### src/rtl/acq_trigger_ctrl.sv
// Acquisition sequencer: sample-strobe divider, comparator edge trigger, frame FSM with holdoff.
// Latency: tick+hit in cycle T gives capture_start/capture_en in T+1; buf_done in D drops capture_en in D+1.
// Backpressure: buf_ready=0 withholds triggers in ARMED while the auto timeout keeps counting.
module acq_trigger_ctrl #(
  parameter int DIV_WIDTH     = 16,
  parameter int HOLDOFF_WIDTH = 16,
  parameter int TIMEOUT_WIDTH = 24
) (
  input  logic                     clk,
  input  logic                     rst,
  input  logic [DIV_WIDTH-1:0]     cfg_div,
  input  logic [1:0]               cfg_mode,
  input  logic [1:0]               cfg_edge,
  input  logic [HOLDOFF_WIDTH-1:0] cfg_holdoff,
  input  logic [TIMEOUT_WIDTH-1:0] cfg_timeout,
  input  logic                     arm,
  input  logic                     cmp_in,
  input  logic                     buf_ready,
  input  logic                     buf_done,
  output logic                     sample_tick,
  output logic                     capture_start,
  output logic                     capture_en,
  output logic                     forced,
  output logic [1:0]               state,
  output logic [15:0]              frame_cnt
);

  typedef enum logic [1:0] {
    IDLE    = 2'd0,
    ARMED   = 2'd1,
    CAPTURE = 2'd2,
    HOLDOFF = 2'd3
  } state_e;

  localparam logic [1:0] MODE_NORMAL = 2'd0;
  localparam logic [1:0] MODE_AUTO   = 2'd1;
  localparam logic [1:0] MODE_SINGLE = 2'd2;
  localparam logic [1:0] MODE_STOP   = 2'd3;

  localparam logic [1:0] EDGE_RISE = 2'd0;
  localparam logic [1:0] EDGE_FALL = 2'd1;
  localparam logic [1:0] EDGE_ANY  = 2'd2;
  localparam logic [1:0] EDGE_IMM  = 2'd3;

  localparam logic [DIV_WIDTH-1:0]     DIV_ONE = {{(DIV_WIDTH-1){1'b0}}, 1'b1};
  localparam logic [HOLDOFF_WIDTH-1:0] HO_ONE  = {{(HOLDOFF_WIDTH-1){1'b0}}, 1'b1};
  localparam logic [TIMEOUT_WIDTH-1:0] TO_ONE  = {{(TIMEOUT_WIDTH-1){1'b0}}, 1'b1};

  logic [DIV_WIDTH-1:0]     div_cnt_q, div_cnt_d;
  logic                     tick_q, tick_d;
  logic                     cmp_prev_q;
  logic                     rise, fall, hit, timeout_hit;
  logic [TIMEOUT_WIDTH-1:0] to_cnt_q;
  logic [HOLDOFF_WIDTH-1:0] ho_cnt_q;
  state_e                   state_q;
  logic                     start_q, en_q, forced_q;
  logic [15:0]              frame_cnt_q;

  // Divider next state: >= compare so a live cfg_div reduction never wraps the counter
  always_comb begin
    if (div_cnt_q >= cfg_div) begin
      div_cnt_d = '0;
      tick_d    = 1'b1;
    end else begin
      div_cnt_d = div_cnt_q + DIV_ONE;
      tick_d    = 1'b0;
    end
  end

  // Edge classification against the level seen on the previous tick
  always_comb begin
    rise        = cmp_in & ~cmp_prev_q;
    fall        = ~cmp_in & cmp_prev_q;
    hit         = 1'b0;
    timeout_hit = (cfg_mode == MODE_AUTO) && (to_cnt_q >= cfg_timeout);
    unique case (cfg_edge)
      EDGE_RISE: hit = rise;
      EDGE_FALL: hit = fall;
      EDGE_ANY:  hit = rise | fall;
      EDGE_IMM:  hit = 1'b1;
    endcase
  end

  // Divider counter, tick strobe and per-tick comparator history (all states)
  always_ff @(posedge clk or posedge rst) begin
    if (rst) begin
      div_cnt_q  <= '0;
      tick_q     <= 1'b0;
      cmp_prev_q <= 1'b0;
    end else begin
      div_cnt_q <= div_cnt_d;
      tick_q    <= tick_d;
      if (tick_q) cmp_prev_q <= cmp_in;
    end
  end

  // Acquisition FSM with registered outputs; stop aborts everything except a same-cycle frame end
  always_ff @(posedge clk or posedge rst) begin
    if (rst) begin
      state_q     <= IDLE;
      start_q     <= 1'b0;
      en_q        <= 1'b0;
      forced_q    <= 1'b0;
      frame_cnt_q <= '0;
      to_cnt_q    <= '0;
      ho_cnt_q    <= '0;
    end else begin
      start_q <= 1'b0;
      unique case (state_q)
        IDLE: begin
          if (cfg_mode == MODE_NORMAL || cfg_mode == MODE_AUTO ||
              (cfg_mode == MODE_SINGLE && arm)) begin
            state_q  <= ARMED;
            to_cnt_q <= '0;
          end
        end
        ARMED: begin
          if (cfg_mode == MODE_STOP) begin
            state_q <= IDLE;
          end else if (tick_q && buf_ready && (hit || timeout_hit)) begin
            state_q  <= CAPTURE;
            start_q  <= 1'b1;
            en_q     <= 1'b1;
            forced_q <= ~hit;
          end
          if (tick_q && (to_cnt_q != '1)) to_cnt_q <= to_cnt_q + TO_ONE;
        end
        CAPTURE: begin
          if (buf_done) begin
            frame_cnt_q <= frame_cnt_q + 16'd1;
            en_q        <= 1'b0;
            if (cfg_mode == MODE_SINGLE || cfg_mode == MODE_STOP) begin
              state_q <= IDLE;
            end else begin
              state_q  <= HOLDOFF;
              ho_cnt_q <= '0;
            end
          end else if (cfg_mode == MODE_STOP) begin
            state_q <= IDLE;
            en_q    <= 1'b0;
          end
        end
        HOLDOFF: begin
          if (cfg_mode == MODE_STOP) begin
            state_q <= IDLE;
          end else if (ho_cnt_q >= cfg_holdoff) begin
            state_q  <= ARMED;
            to_cnt_q <= '0;
          end else if (tick_q) begin
            ho_cnt_q <= ho_cnt_q + HO_ONE;
          end
        end
      endcase
    end
  end

  assign sample_tick   = tick_q;
  assign capture_start = start_q;
  assign capture_en    = en_q;
  assign forced        = forced_q;
  assign state         = state_q;
  assign frame_cnt     = frame_cnt_q;

endmodule

### config.mk
export PLATFORM = sky130hd
export DESIGN_NAME = acq_trigger_ctrl
export DESIGN_NICKNAME = d
export VERILOG_FILES = /design/src/rtl/acq_trigger_ctrl.sv
export SDC_FILE = /design/constraint.sdc
export NUM_CORES = 1
export LEC_CHECK = 0
export CAP_MARGIN = 20
export CORE_MARGIN = 2
export CORE_UTILIZATION = 53
export CTS_CLUSTER_SIZE = 30
export DETAILED_ROUTE_END_ITERATION = 10
export PLACE_DENSITY = 0.79
export SYNTH_ARGS = -nofsm -noshare
export SYNTH_HDL_FRONTEND = slang
export SYNTH_SLANG_ARGS = --single-unit
export TNS_END_PERCENT = 20
### constraint.sdc
create_clock -name clk -period 3.8 [get_ports clk]
set_clock_uncertainty 0.15 [all_clocks]
set_input_delay 0.38 -clock clk [delete_from_list [all_inputs] [get_ports clk]]
set_output_delay 0.38 -clock clk [all_outputs]
set_load 0.02 [all_outputs]
# Word-level counts from Yosys, hierarchy flattened
# Cells that the tools add are included.
[op_classes]
div_mod_pow = 0
bitwise_logic = 7
n_reduce_logical = 21
n_mux = 31
magnitude_cmp = 3
n_eq_ne = 23
add_sub_neg = 4
shift = 0
mul = 0
[ops]
columns = ["cell", "count"]
rows = [
  ["16-bit two-way mux", 6],
  ["24-bit two-way mux", 4],
  ["24-bit case mux with 3 select lines", 1],
  ["16-bit by 1-bit adder with 16-bit output (second input constant)", 3],
  ["16-bit >= comparator", 2],
  ["16-bit case mux with 2 select lines", 1],
  ["24-bit by 1-bit adder with 24-bit output (second input constant)", 1],
  ["24-bit >= comparator", 1],
  ["24-bit != test (second input constant)", 1],
  ["2-bit != test (second input constant)", 10],
  ["2-bit two-way mux", 8],
  ["2-bit equality test (second input constant)", 6],
  ["3-bit != test (second input constant)", 3],
  ["1-bit two-way mux", 8],
  ["2-bit case mux with 4 select lines", 1],
  ["4-bit AND reduction", 2],
  ["2-bit by 1-bit equality test with 1-bit output (second input constant)", 3],
  ["2-bit zero test", 3],
  ["6-bit AND reduction", 1],
  ["1-bit logical AND", 5],
  ["5-bit AND reduction", 1],
  ["1-bit logical OR", 4],
  ["1-bit inverter", 4],
  ["1-bit case mux with 4 select lines", 1],
  ["7 further kinds", 9],
]
[word_totals]
word_cells = 99
mem_bits_rw = 0
output_inout_bits = 22
romBits = 0
inputBits = 66
latchBits = 0
register_bits = 79
n_memories = 0

# Longest topological paths before layout
[depth]
word_depth = 9
ltp_mapped = 10
ltp_nobuf = 8

# Least setup slack after synthesis
# Ideal clock, no wire load.
[synth_timing]
path_kind = "input -> register"
startpoint = "input cfg_holdoff[2]"
endpoint = "register to_cnt_q[12]"
setup_slack_ns = 1.366
stages = 9
t_arrival_ns = 2.205
n_path_buf = 1
cell_sequence = "inv_1 ha_1 a211oi_1 o21ai_1 a211oi_1 o21ai_1 o221ai_1 clkbuf_1 a2bb2oi_1"
[synth_via]
elab_chain_cells = 3
[synth_lines]
columns = ["element", "line", "text"]
rows = [
  ["start, declared", "14", "input logic [HOLDOFF_WIDTH-1:0] cfg_holdoff,"],
  ["16-bit >= comparator", "146", "end else if (ho_cnt_q >= cfg_holdoff) begin"],
  ["2-bit != test (no source line)", "-", ""],
  ["5-bit AND reduction (no source line)", "-", ""],
  ["end signal, assigned", "126", "if (tick_q && (to_cnt_q != '1)) to_cnt_q <= to_cnt_q + TO_ONE;"],
  ["end, declared", "53", "logic [TIMEOUT_WIDTH-1:0] to_cnt_q;"],
]
# Every way passes these cells.
# A chain may end at the register's enable or synchronous reset.

# Final worst setup path
[layout_timing]
startpoint = "input cfg_holdoff[2]"
endpoint = "register ho_cnt_q[8]"
[layout_via]
elab_chain_cells = 3
[layout_lines]
columns = ["element", "line", "text"]
rows = [
  ["16-bit >= comparator", "146", ""],
  ["2-bit != test (no source line)", "-", ""],
  ["6-bit AND reduction (no source line)", "-", ""],
  ["end signal, assigned", "150", "ho_cnt_q <= ho_cnt_q + HO_ONE;"],
  ["end, declared", "54", "logic [HOLDOFF_WIDTH-1:0] ho_cnt_q;"],
]
# Every way passes these cells.

==> impl_metrics.tcl <==
set metrics [dict create \
    outcome "completed" \
    synth_area_sq_um 5650 \
    hpwl_microns 9890 \
    ctsHoldBuffers 0 \
    core_sq_um 10300 \
    via_per_inst 5.74 \
    p_sw_mw 1.06 \
    fin_util_pct 66.8 \
    synthTopCellsByArea "dfrtp_1 (35%), ha_1 (14%), inv_1 (4.9%), nand2_1 (3.9%), nor2_1 (3.3%)" \
    ctsResizeCount 0 \
    post_drt_wl_per_cell_microns 14.7 \
    swShare_pct 37.8 \
    n_antenna_cell 0 \
    dp_slack_ns 0.692 \
    cp-endpoint "ho_cnt_q[8]" \
    end_kind "flop" \
    io_buffers 87 \
    tightest_slew_ns 0.745 \
    antenna_found_initial 0 \
    criticalPathCategory "input pin to flop" \
    final_nets 874 \
    ioPinCount 88 \
    cp.required_ns 3.94 \
    r2r_cells 5 \
    ir_drop_uv 209 \
    die_w_microns 107 \
    p_int_mw 1.74 \
    synth_top_area_share_pct 35.0 \
    grt_pass1_vias 4918 \
    slew_headroom_pct 50.2 \
    synth-edff-count 0 \
    ant_nets 0 \
    cts_tree "built" \
    leakagePower_nw 3.34 \
    vias 5088 \
    fin_setup_tns_ns 0 \
    final_hold_viol_count 0 \
    syn_nets 790 \
    synth_seq_area_share_pct 35.0 \
    grt_usage_pct 23.6 \
    synth-main-ff-cell "dfrtp_1" \
    cp-startpoint "cfg_holdoff[2]" \
    routed_wl_microns 13000 \
    maxCapViolations 0 \
    cts.path.max_buffers 2 \
    setup_ws_ns 1.10 \
    gp_congestion 0.874 \
    max_freq_mhz 371 \
    seq_power_share_pct 41.3 \
    period_minus_slack_ns 2.70 \
    cts_buffers 9 \
    drc 0 \
    rr_endpoint "to_cnt_q[7]" \
    grt_max_degree 47 \
    setup_viol 0 \
    die_y_microns 107 \
    drt_iter0_drc 276 \
    die-area_sq_um 11500 \
    pwr-share-comb_pct 32.6 \
    async_flop_share_pct 100 \
    yosys.area.top_type "dfrtp_1" \
    grt_pass1_wl_microns 22100 \
    postCtsSetupRepairBufs 0 \
    ys_types 59 \
    drive_gt1_share_pct 4.53 \
    grt_overflow 0 \
    start_util_pct 54.7 \
    syn_avg_cell_area_sq_um 8.53 \
    yosys_warnings 0 \
    hold_class "input pin to async pin" \
    placementRows 37 \
    drv_slew 0 \
    htree_num_levels 3 \
    area_growth_pct 22.2 \
    start_kind "input pin" \
    cts_root_buf "clkbuf_8" \
    synth-seq-cells 79 \
    drtPass1Iterations 5 \
    cp_data_arrival_time_ns 2.83 \
    clkPwrFrac_pct 26.1 \
    clock_latency_ns 0.36 \
    rr_startpoint "state[0]" \
    fin_crit_sh_pct 70.9 \
    syn-instance-count 662 \
    r2r_slack_ns 1.14 \
    clock-sinks 79 \
    crit_path_max_fanout 9 \
    rsz0062_at_grt "false" \
    path_clk_slew_ns 0.10 \
    p_per_area_nw_per_um2 405 \
]
## cell usage in the layout, fill, tap and decap left out, types with 7 or more instances in the layout
master           netlist  final
clkdlybuf4s50_1        0     87
dfrtp_1               79     79
inv_1                 74     73
ha_1                  62     62
nand2_1               58     58
nor2_1                50     50
a21oi_1               36     36
o21ai_0               32     32
nand3_1               29     29
nand4_1               22     22
nor3_1                18     18
xnor2_1               16     16
xor2_1                15     15
and3_1                13     13
and2_1                10     10
nor2b_1                9      9
a211o_1                9      9
clkbuf_8               0      9
or4_1                  8      8
o31ai_1                8      8
a21o_1                 8      8
or3_1                  7      7
nand2b_1               7      7
## layout make-up
type                            count  area [sq um]
Clock inverter                      7           103
Inverter                           74           278
Sequential cell                    79          1980
Timing Repair Buffer               94           936
Fill cell                         872          3420
Clock buffer                        9           124
Multi-Input combinational cell    488          3310
Tap cell                          136           170
## flip-flops by register name, summed over array words and instances (netlist names)
| signal | count |
|---|---|
| to_cnt_q | 24 |
| div_cnt_q | 16 |
| frame_cnt | 16 |
| ho_cnt_q | 16 |
| state | 2 |
| capture_en | 1 |
| capture_start | 1 |
| cmp_prev_q | 1 |
| forced | 1 |
| sample_tick | 1 |
## power groups by stage
stage / clock, mW / combinational, mW / sequential, mW
2_1_floorplan: 0 / 0.607 / 1.12
3_3_place_gp: 0 / 0.873 / 1.16
3_5_place_dp: 0 / 0.917 / 1.17
4_1_cts: 0.732 / 0.919 / 1.15
5_1_grt: 0.768 / 1.03 / 1.18
6_report: 0.729 / 0.912 / 1.15
## Yosys cell counts, types with 7 or more instances
cell type and instances:
a211o_1 9, a21o_1 8, a21oi_1 36, and2_1 10
and3_1 13, clkbuf_1 20, dfrtp_1 79, ha_1 62
inv_1 74, nand2_1 58, nand2b_1 7, nand3_1 29
nand4_1 22, nor2_1 50, nor2b_1 9, nor3_1 18
o21ai_0 32, o31ai_1 8, or3_1 7, or4_1 8
xnor2_1 16, xor2_1 15
## cells by family (layout without fill, tap and decap cells)
logic type	count (synthesis)	after routing	share of synthesized area [%]
XOR/XNOR	31	31	4.81
buffers and inverters	95	184	6.34
multiplexers	4	4	0.731
flip-flops	79	79	35.0
AND/OR/NAND/NOR	251	251	22.8
AO/OA/AOI/OAI	140	140	16.6
adder cells (fa/ha/maj)	62	62	13.7
## metrics by stage
stage	hold slack, ns	instances	total power, mW	cell area (sq um)
after global routing	0.341	887	2.99	6900
after detailed placement	0.312	871	2.08	6670
final	0.321	887	2.80	6900
after global placement	0.310	871	2.04	6670
after CTS	0.329	887	2.80	6900
after floorplan	0.347	662	1.73	5650
## worst max-delay path: stages
cell and delay, ns:
clkdlybuf4s50_1 0.46, inv_1 0.04, ha_1 0.30, a211oi_1 0.23, o21ai_1 0.09, a211oi_1 0.34
o21ai_1 0.14, buf_4 0.18, or4_1 0.50, a21oi_1 0.17
## worst min path at each step
stage | endpoint | depth (start not counted) | start | slack [ns]
global route | frame_cnt[15] | 1 | frame_cnt[15] | 0.34
floorplan | cmp_prev_q | 2 | cmp_in | 0.35
global placement | frame_cnt[15] | 1 | frame_cnt[15] | 0.31
detailed placement | frame_cnt[15] | 1 | frame_cnt[15] | 0.31
CTS | frame_cnt[15] | 1 | frame_cnt[15] | 0.33
finish | div_cnt_q[9] | 2 | rst | 0.32
## layer usage
metal,wire [microns],track usage (%),vias up
met1,5650,28.8,2421
met3,681,4.44,19
met5,0,0,-
li1,-,-,2524
met4,173,7.51,0
met2,6500,42.0,124
No activity file was read; power rests on OpenSTA's default activity.
